## config.mk

```make
export PLATFORM = sky130hd
export DESIGN_NAME = sort_n
export DESIGN_NICKNAME = d
export VERILOG_FILES = /design/src/rtl/sort_pkg.sv /design/src/rtl/sort_cmp_swap.sv /design/src/rtl/sort_n.sv
export SDC_FILE = /design/constraint.sdc
export NUM_CORES = 1
export LEC_CHECK = 0
export CAP_MARGIN = 0
export CORE_MARGIN = 1.5
export CORE_UTILIZATION = 49
export DETAILED_ROUTE_END_ITERATION = 12
export GPL_TIMING_DRIVEN = 1
export PLACE_DENSITY = 0.77
export SLEW_MARGIN = 5
export SYNTH_ARGS = -nofsm -noshare
export SYNTH_HDL_FRONTEND = slang
export SYNTH_SLANG_ARGS = --single-unit
```

## constraint.sdc

```tcl
create_clock -name clk -period 3.2 [get_ports clk]
set_clock_uncertainty 0.1 [all_clocks]
set_input_delay 0.48 -clock clk [delete_from_list [all_inputs] [get_ports clk]]
set_output_delay 0.48 -clock clk [all_outputs]
set_load 0.02 [all_outputs]
```

## src/rtl/sort_pkg.sv

```systemverilog
// Shared FSM encoding and compare-direction constants for the odd-even
// transposition sorter.
package sort_pkg;

  typedef enum logic [1:0] {
    IDLE = 2'd0,
    SORT = 2'd1,
    DONE = 2'd2
  } state_e;

  localparam logic DIR_ASC  = 1'b0;
  localparam logic DIR_DESC = 1'b1;

endpackage

```

## src/rtl/sort_cmp_swap.sv

```systemverilog
// One compare-exchange element: routes (a, b) to (lo_slot, hi_slot) in the
// order the requested direction wants. Equal keys stay in place.
module sort_cmp_swap
  import sort_pkg::*;
#(
  parameter int WIDTH = 3
) (
  input  logic             desc,
  input  logic [WIDTH-1:0] a,
  input  logic [WIDTH-1:0] b,
  output logic [WIDTH-1:0] lo_slot,
  output logic [WIDTH-1:0] hi_slot,
  output logic             swapped
);

  assign swapped = (desc == DIR_DESC) ? (a < b) : (a > b);
  assign lo_slot = swapped ? b : a;
  assign hi_slot = swapped ? a : b;

endmodule

```

## src/rtl/sort_n.sv

```systemverilog
// Batch sorter: latches DEPTH keys, runs DEPTH odd-even transposition phases
// (one per cycle), then holds the result until the consumer takes it.
module sort_n
  import sort_pkg::*;
#(
  parameter int WIDTH = 3,
  parameter int DEPTH = 3,
  parameter int CNTW  = $clog2(DEPTH*DEPTH) + 1
) (
  input  logic                   clk,
  input  logic                   rst,
  input  logic                   in_valid,
  output logic                   in_ready,
  input  logic [WIDTH*DEPTH-1:0] in_data,
  input  logic                   in_desc,
  output logic                   out_valid,
  input  logic                   out_ready,
  output logic [WIDTH*DEPTH-1:0] out_data,
  output logic [CNTW-1:0]        swap_cnt
);

  localparam int             PW   = $clog2(DEPTH);
  localparam logic [PW-1:0]  LAST = PW'(DEPTH - 1);

  state_e                        state_q, state_d;
  logic [DEPTH-1:0][WIDTH-1:0]   keys_q, keys_d, step;
  logic                          desc_q, desc_d;
  logic [PW-1:0]                 phase_q, phase_d;
  logic [CNTW-1:0]               cnt_q, cnt_d;
  logic [CNTW:0]                 nsw, sum;

  logic [DEPTH-2:0][WIDTH-1:0]   lo_w, hi_w;
  logic [DEPTH-2:0]              sw_w;

  // One element per adjacent pair; even-k pairs serve even phases, odd-k
  // pairs serve odd phases, so each phase sees its own bank.
  for (genvar k = 0; k < DEPTH-1; k++) begin : g_cmp
    sort_cmp_swap #(.WIDTH(WIDTH)) u_cmp (
      .desc    (desc_q),
      .a       (keys_q[k]),
      .b       (keys_q[k+1]),
      .lo_slot (lo_w[k]),
      .hi_slot (hi_w[k]),
      .swapped (sw_w[k])
    );
  end

  always_comb begin
    step = keys_q;
    nsw  = '0;
    for (int k = 0; k < DEPTH-1; k++) begin
      if ((k % 2) == int'(phase_q[0])) begin
        step[k]   = lo_w[k];
        step[k+1] = hi_w[k];
        nsw       = nsw + {{CNTW{1'b0}}, sw_w[k]};
      end
    end
    sum = {1'b0, cnt_q} + nsw;
  end

  always_ff @(posedge clk or negedge rst) begin
    if (!rst) state_q <= IDLE;
    else      state_q <= state_d;
  end

  always_comb begin
    state_d = state_q;
    case (state_q)
      IDLE:    if (in_valid)        state_d = SORT;
      SORT:    if (phase_q == LAST) state_d = DONE;
      DONE:    if (out_ready)       state_d = IDLE;
      default:                      state_d = IDLE;
    endcase
  end

  always_comb begin
    in_ready  = (state_q == IDLE);
    out_valid = (state_q == DONE);
    out_data  = keys_q;
    swap_cnt  = cnt_q;
  end

  always_comb begin
    keys_d  = keys_q;
    desc_d  = desc_q;
    phase_d = phase_q;
    cnt_d   = cnt_q;
    case (state_q)
      IDLE: if (in_valid) begin
        keys_d  = in_data;
        desc_d  = in_desc;
        phase_d = '0;
        cnt_d   = '0;
      end
      SORT: begin
        keys_d  = step;
        phase_d = (phase_q == LAST) ? '0 : phase_q + 1'b1;
        cnt_d   = sum[CNTW] ? '1 : sum[CNTW-1:0];
      end
      default: ;
    endcase
  end

  always_ff @(posedge clk or negedge rst) begin
    if (!rst) begin
      keys_q  <= '0;
      desc_q  <= DIR_ASC;
      phase_q <= '0;
      cnt_q   <= '0;
    end else begin
      keys_q  <= keys_d;
      desc_q  <= desc_d;
      phase_q <= phase_d;
      cnt_q   <= cnt_d;
    end
  end

endmodule

```

* Word level (Yosys, flattened, before mapping)
Cells that the tools add are included.
Cells by class: $add $sub $neg 3, $mul 0, divide/modulo/power cells 0, magnitude comparators 4, equality and inequality tests 12, shift operators 0, multiplexer cells 22, bitwise operators 0, reductions and logical operators 8
Operator list (number):
- $mux W6 | 3
- $pmux W9 S2 | 1
- $mux W3 | 4
- $reduce_and A4 Y1 | 3
- $mux W2 | 5
- $mux W5 | 2
- $pmux W5 S2 | 1
- $mux W9 | 1
- $ne A2 B2 Y1 const B | 4
- $add A5 B6 Y6 | 1
- $add A6 B1 Y6 | 1
- $gt A3 B3 Y1 | 2
- $lt A3 B3 Y1 | 2
- $ne A2 B1 Y1 const B | 3
- $ne A3 B2 Y1 const B | 2
- $pmux W2 S3 | 1
- $eq A2 B2 Y1 const B | 2
- $pmux W2 S2 | 1
- $reduce_and A2 Y1 | 2
- $mux W1 | 3
- $reduce_and A3 Y1 | 1
- $add A2 B1 Y2 const B | 1
- $eq A2 B1 Y1 const B | 1
- $logic_not A2 Y1 | 1
- $reduce_bool A2 Y1 | 1
Word-level totals: register bits 19, latch bits 0, memory bits (writable) 0, memory bits (read-only) 0, logic and storage cells 56, memories 0

* Logic depth before layout (Yosys ltp)
Gate-level depths: netlist (run 1).
depth after elaboration 8, gate-level depth with buffers 13, mapped depth without buffers 13

* Hierarchy
Synthesis (run 1) repeated with hierarchy kept, for this count alone.
Unflattened totals: cell total of the unflattened synthesis 139, area, all modules 1376.3 µm²
By module, submodules not included:
- sort_n | instances 1, cells each 105, area each 1021.0 µm²
- sort_cmp_swap | instances 2, cells each 17, area each 177.7 µm²

* Worst setup path after synthesis (run 1)
No wires, ideal clock.
path type register -> register, start point register keys_q, in the netlist out_data[5], end point register cnt_q[4] (netlist: swap_cnt[4]), library setup time 120 ps, data arrival time 2636 ps, required time 2980 ps, setup slack 344 ps, stages on the path, launching flop included 12, buffers on the path 0, path through dfrtp_1 inv_1 ha_1 nor2b_1 a221oi_2 mux4_2 ha_1 inv_1 fa_1 nor3_1 nand3_1 o211a_1
On the way: longest elaborated chain between the ends 8, elaborated cells on any way between the ends 12, those cells by class add/sub: 2; order compare: 4; mux: 6
RTL lines:
- start: declaration | RTL line sort_n.sv:26 | logic [DEPTH-1:0][WIDTH-1:0] keys_q, keys_d, step;
- start signal: assignment | RTL line sort_n.sv:111 | keys_q <= keys_d;
- $gt A3 B3 Y1 / $lt A3 B3 Y1 (equally long branches) | RTL line sort_cmp_swap.sv:16 | assign swapped = (desc == DIR_DESC) ? (a < b) : (a > b);
- $mux W1 | RTL line sort_cmp_swap.sv:16
- $mux W1 | RTL line sort_n.sv:52 | if ((k % 2) == int'(phase_q[0])) begin
- $add A6 B1 Y6 | RTL line sort_n.sv:55 | nsw = nsw + {{CNTW{1'b0}}, sw_w[k]};
- $mux W6 * | RTL line sort_n.sv:52
- $add A5 B6 Y6 * | RTL line sort_n.sv:58 | sum = {1'b0, cnt_q} + nsw;
- $mux W5 * | RTL line sort_n.sv:98 | cnt_d = sum[CNTW] ? '1 : sum[CNTW-1:0];
- $pmux W5 S2 * | RTL line sort_n.sv:88 | case (state_q)
- end signal: assignment | RTL line sort_n.sv:114 | cnt_q <= cnt_d;
- end: declaration | RTL line sort_n.sv:29 | logic [CNTW-1:0] cnt_q, cnt_d;
Every way passes the cells marked *; elsewhere a longest branch is shown, timed or not. A chain may end at the register's enable or synchronous reset.

* Worst setup path after layout (run 1)
Ends and elaborated chain as after synthesis.

==> results.json, run 1 <==
{
  "insertion_delay_ns": 0.31,
  "syn_nets": 160,
  "cts_buffers": 3,
  "postCtsHoldBufs": 0,
  "track_usage": 0.224,
  "worst-path-max-fanout": 4,
  "hold_class": "flop to flop",
  "nets": 188,
  "netlist_area_sq_mm": 0.00127,
  "fillerInstances": 222,
  "area_growth_pct": 26.2,
  "cp_slowest_stage_delay_ns": 0.41,
  "final_util": 0.649,
  "clk_pin_slew_ns": 0.11,
  "finalSetupViolCount": 0,
  "r2r_end": "swap_cnt[4]",
  "mostFrequentLayoutCell": "clkdlybuf4s50_1",
  "cts_root_buffer": "clkbuf_4",
  "ys_warn_count": 0,
  "fp.dieH_um": 54.0,
  "synth_top_area_share": 0.373,
  "seq_area_frac_synth": 0.373,
  "cp_cell_sequence": "inv_1 -> ha_1 -> nor2b_1 -> a221oi_2 -> mux4_2 -> ha_1 -> inv_1 -> fa_1 -> nor3_1 -> nand3_1 -> o211a_1",
  "synthFlopType": "dfrtp_1",
  "arrival_ns": 3.09,
  "start_util": 0.514,
  "cap_violations": 0,
  "async_reset_ff_frac": 1.00,
  "finalPower_mw": 2.01,
  "vias_per_cell": 5.79,
  "dieWidth_um": 54.0,
  "place_congestion": 0.822,
  "setup_ws_ns": 0.221,
  "syn_inst": 137,
  "period_share": 0.931,
  "final_antenna_net_count": 0,
  "cts_resized": 0,
  "rr_startpoint": "out_data[5]",
  "drive_gt1_frac": 0.0610,
  "whs_endpoint": "swap_cnt[3]",
  "start_kind": "flop",
  "power.leakage_nw": 0.752,
  "worst_slew_pin_slew_ns": 0.862,
  "min_period_ns": 2.98,
  "worst_hold_path.num_cells": 2,
  "grt_pass1_vias": 1072,
  "rsz0062_at_grt": "false",
  "r2r_cells": 11,
  "min_from": "swap_cnt[3]",
  "io_buffers": 29,
  "post-dp-hpwl_um": 2210,
  "grt_overflow": 0,
  "grt_max_degree": 22,
  "vias": 1123,
  "status": "finished clean",
  "core-area_sq_mm": 0.00248,
  "cts_setup_buffers": 0,
  "place_inst": 190,
  "maxSlewHeadroom": 0.423,
  "pre_cts_slack_ns": 0.297,
  "fmax_mhz": 336,
  "antenna_found_initial": 0,
  "cts_tree": "yes",
  "design.portCount": 30,
  "ff2ff_setup_slack_ns": 0.22,
  "crit_type": "flop to flop",
  "power.density_mw_per_mm2": 1250,
  "required_ns": 3.31,
  "cp_top_family": "adder cells",
  "wire_per_inst_um": 15.0,
  "syn_area_per_cell_sq_um": 9.30,
  "grt_pass1_wl_um": 4710,
  "slowest_stage": "dfrtp_1",
  "endpoint_kind": "flop",
  "firstDrtPassIters": 4,
  "routed_wl_um": 2910,
  "setup_tns_ns": 0,
  "initialDrtViolationCount": 33,
  "drc": 0,
  "cts_buffer_depth": 2,
  "cts.sinks": 19,
  "synth.top_cells.by_area": "dfrtp_1, ha_1, mux2i_1",
  "ys_ff_latch": 19,
  "layout_common_cells": "clkdlybuf4s50_1, dfrtp_1, a21oi_1",
  "synth-edff-count": 0,
  "antenna_cells": 0,
  "yosysUniqueCellTypes": 35,
  "cts.htree.levels": 1,
  "rows": 18,
  "hold_viol_final": 0,
  "drv_slew": 0,
  "vdd_ir_drop_max_mv": 0.661,
  "yosysTopAreaCell": "dfrtp_1",
  "worst-path-buf-inv": 2,
  "final_cells": 194,
  "dieArea_sq_mm": 0.00291
}
==> worst reg2reg max path: stages, from the launching register on <==
cell and delay [ns]:
dfrtp_1 0.41, inv_1 0.09, ha_1 0.33, nor2b_1 0.17, a221oi_2 0.33, mux4_2 0.30
ha_1 0.16, inv_1 0.05, fa_1 0.41, nor3_1 0.28, nand3_1 0.12, o211a_1 0.14
==> per-stage QoR <==
| stage | hold slack, ns | cell area (sq um) |
|---|---|---|
| after floorplan | 0.0844 | 1270 |
| after global placement | 0.410 | 1580 |
| after detailed placement | 0.408 | 1580 |
| after CTS | 0.436 | 1610 |
| after global routing | 0.485 | 1610 |
| final | 0.434 | 1610 |
==> synthesized netlist by cell type (3+ instances only) <==
| master | n |
|---|---|
| dfrtp_1 | 19 |
| a21oi_1 | 13 |
| inv_1 | 11 |
| nand2_1 | 11 |
| mux2i_1 | 10 |
| nor2_1 | 9 |
| ha_1 | 8 |
| nor2b_1 | 6 |
| clkbuf_1 | 5 |
| a31oi_1 | 4 |
| o31ai_1 | 4 |
| mux2_2 | 3 |
| nand3_1 | 3 |
| o21ai_0 | 3 |
==> area by class of cell <==
| cell class | count | area (sq um) | share of cell area |
|---|---|---|---|
| clock buffer | 4 | 26.3 | 0.0163 |
| inverter | 11 | 41.3 | 0.0257 |
| multi-input combinational | 100 | 729 | 0.454 |
| sequential | 19 | 475 | 0.296 |
| tap | 30 | 37.5 | 0.0233 |
| timing repair buffer | 30 | 298 | 0.185 |
==> cells by family after synthesis <==
kind of cell               synth area share
AOI/OAI and AO/OA                     0.197
and+or+nand+nor                       0.140
DFF                                   0.373
buffers and inverters                0.0540
muxes                                 0.135
adders and majority gates            0.0943
other                               0.00590
==> routing by layer <==
| metal | wire [um] | up-vias | part of all wire | track usage |
|---|---|---|---|---|
| met2 | 1440 | 38 | 0.49 | 0.392 |
| met1 | 1300 | 542 | 0.44 | 0.280 |
| li1 | - | 541 | - | - |
| met5 | 0 | - | 0 | 0 |
| met4 | 19 | 0 | 0.0065 | 0.0708 |
| met3 | 158 | 2 | 0.054 | 0.0361 |
==> sequential cells by signal (all words and copies together), names as in the netlist <==
register and flops:
phase_q 2, swap_cnt 5, state_q 2, desc_q 1, out_data 9
==> worst max path at each step <==
stage / startpoint / endpoint / slack (ns) / cells past startpoint
finish: out_data[5] / swap_cnt[4] / 0.22 / 11
global route: out_data[5] / swap_cnt[4] / 0.07 / 11
CTS: out_data[5] / swap_cnt[4] / 0.27 / 11
detailed placement: out_data[5] / swap_cnt[4] / 0.30 / 11
global placement: out_data[5] / swap_cnt[4] / 0.39 / 11
floorplan: out_data[5] / swap_cnt[4] / 0.34 / 11
==> where the power goes <==
part	switching, mW	leakage, nW	internal (mW)
sequential	0.159	0.237	0.359
clock	0.0792	0.0150	0.0487
combinational	0.701	0.500	0.664
total	0.940	0.752	1.07
No activity file was read; power rests on OpenSTA's default activity.
==> run 2: changes to the inputs <==
- CTS_CLUSTER_DIAMETER: unset -> 80
==> results of run 2 <==
Final layout, timing and power as in run 1 (identical DEF).
==> run 3: changes to the inputs <==
- SLEW_MARGIN: 5 -> unset
==> results of run 3 <==
Final layout, timing and power as in run 1 (identical DEF).
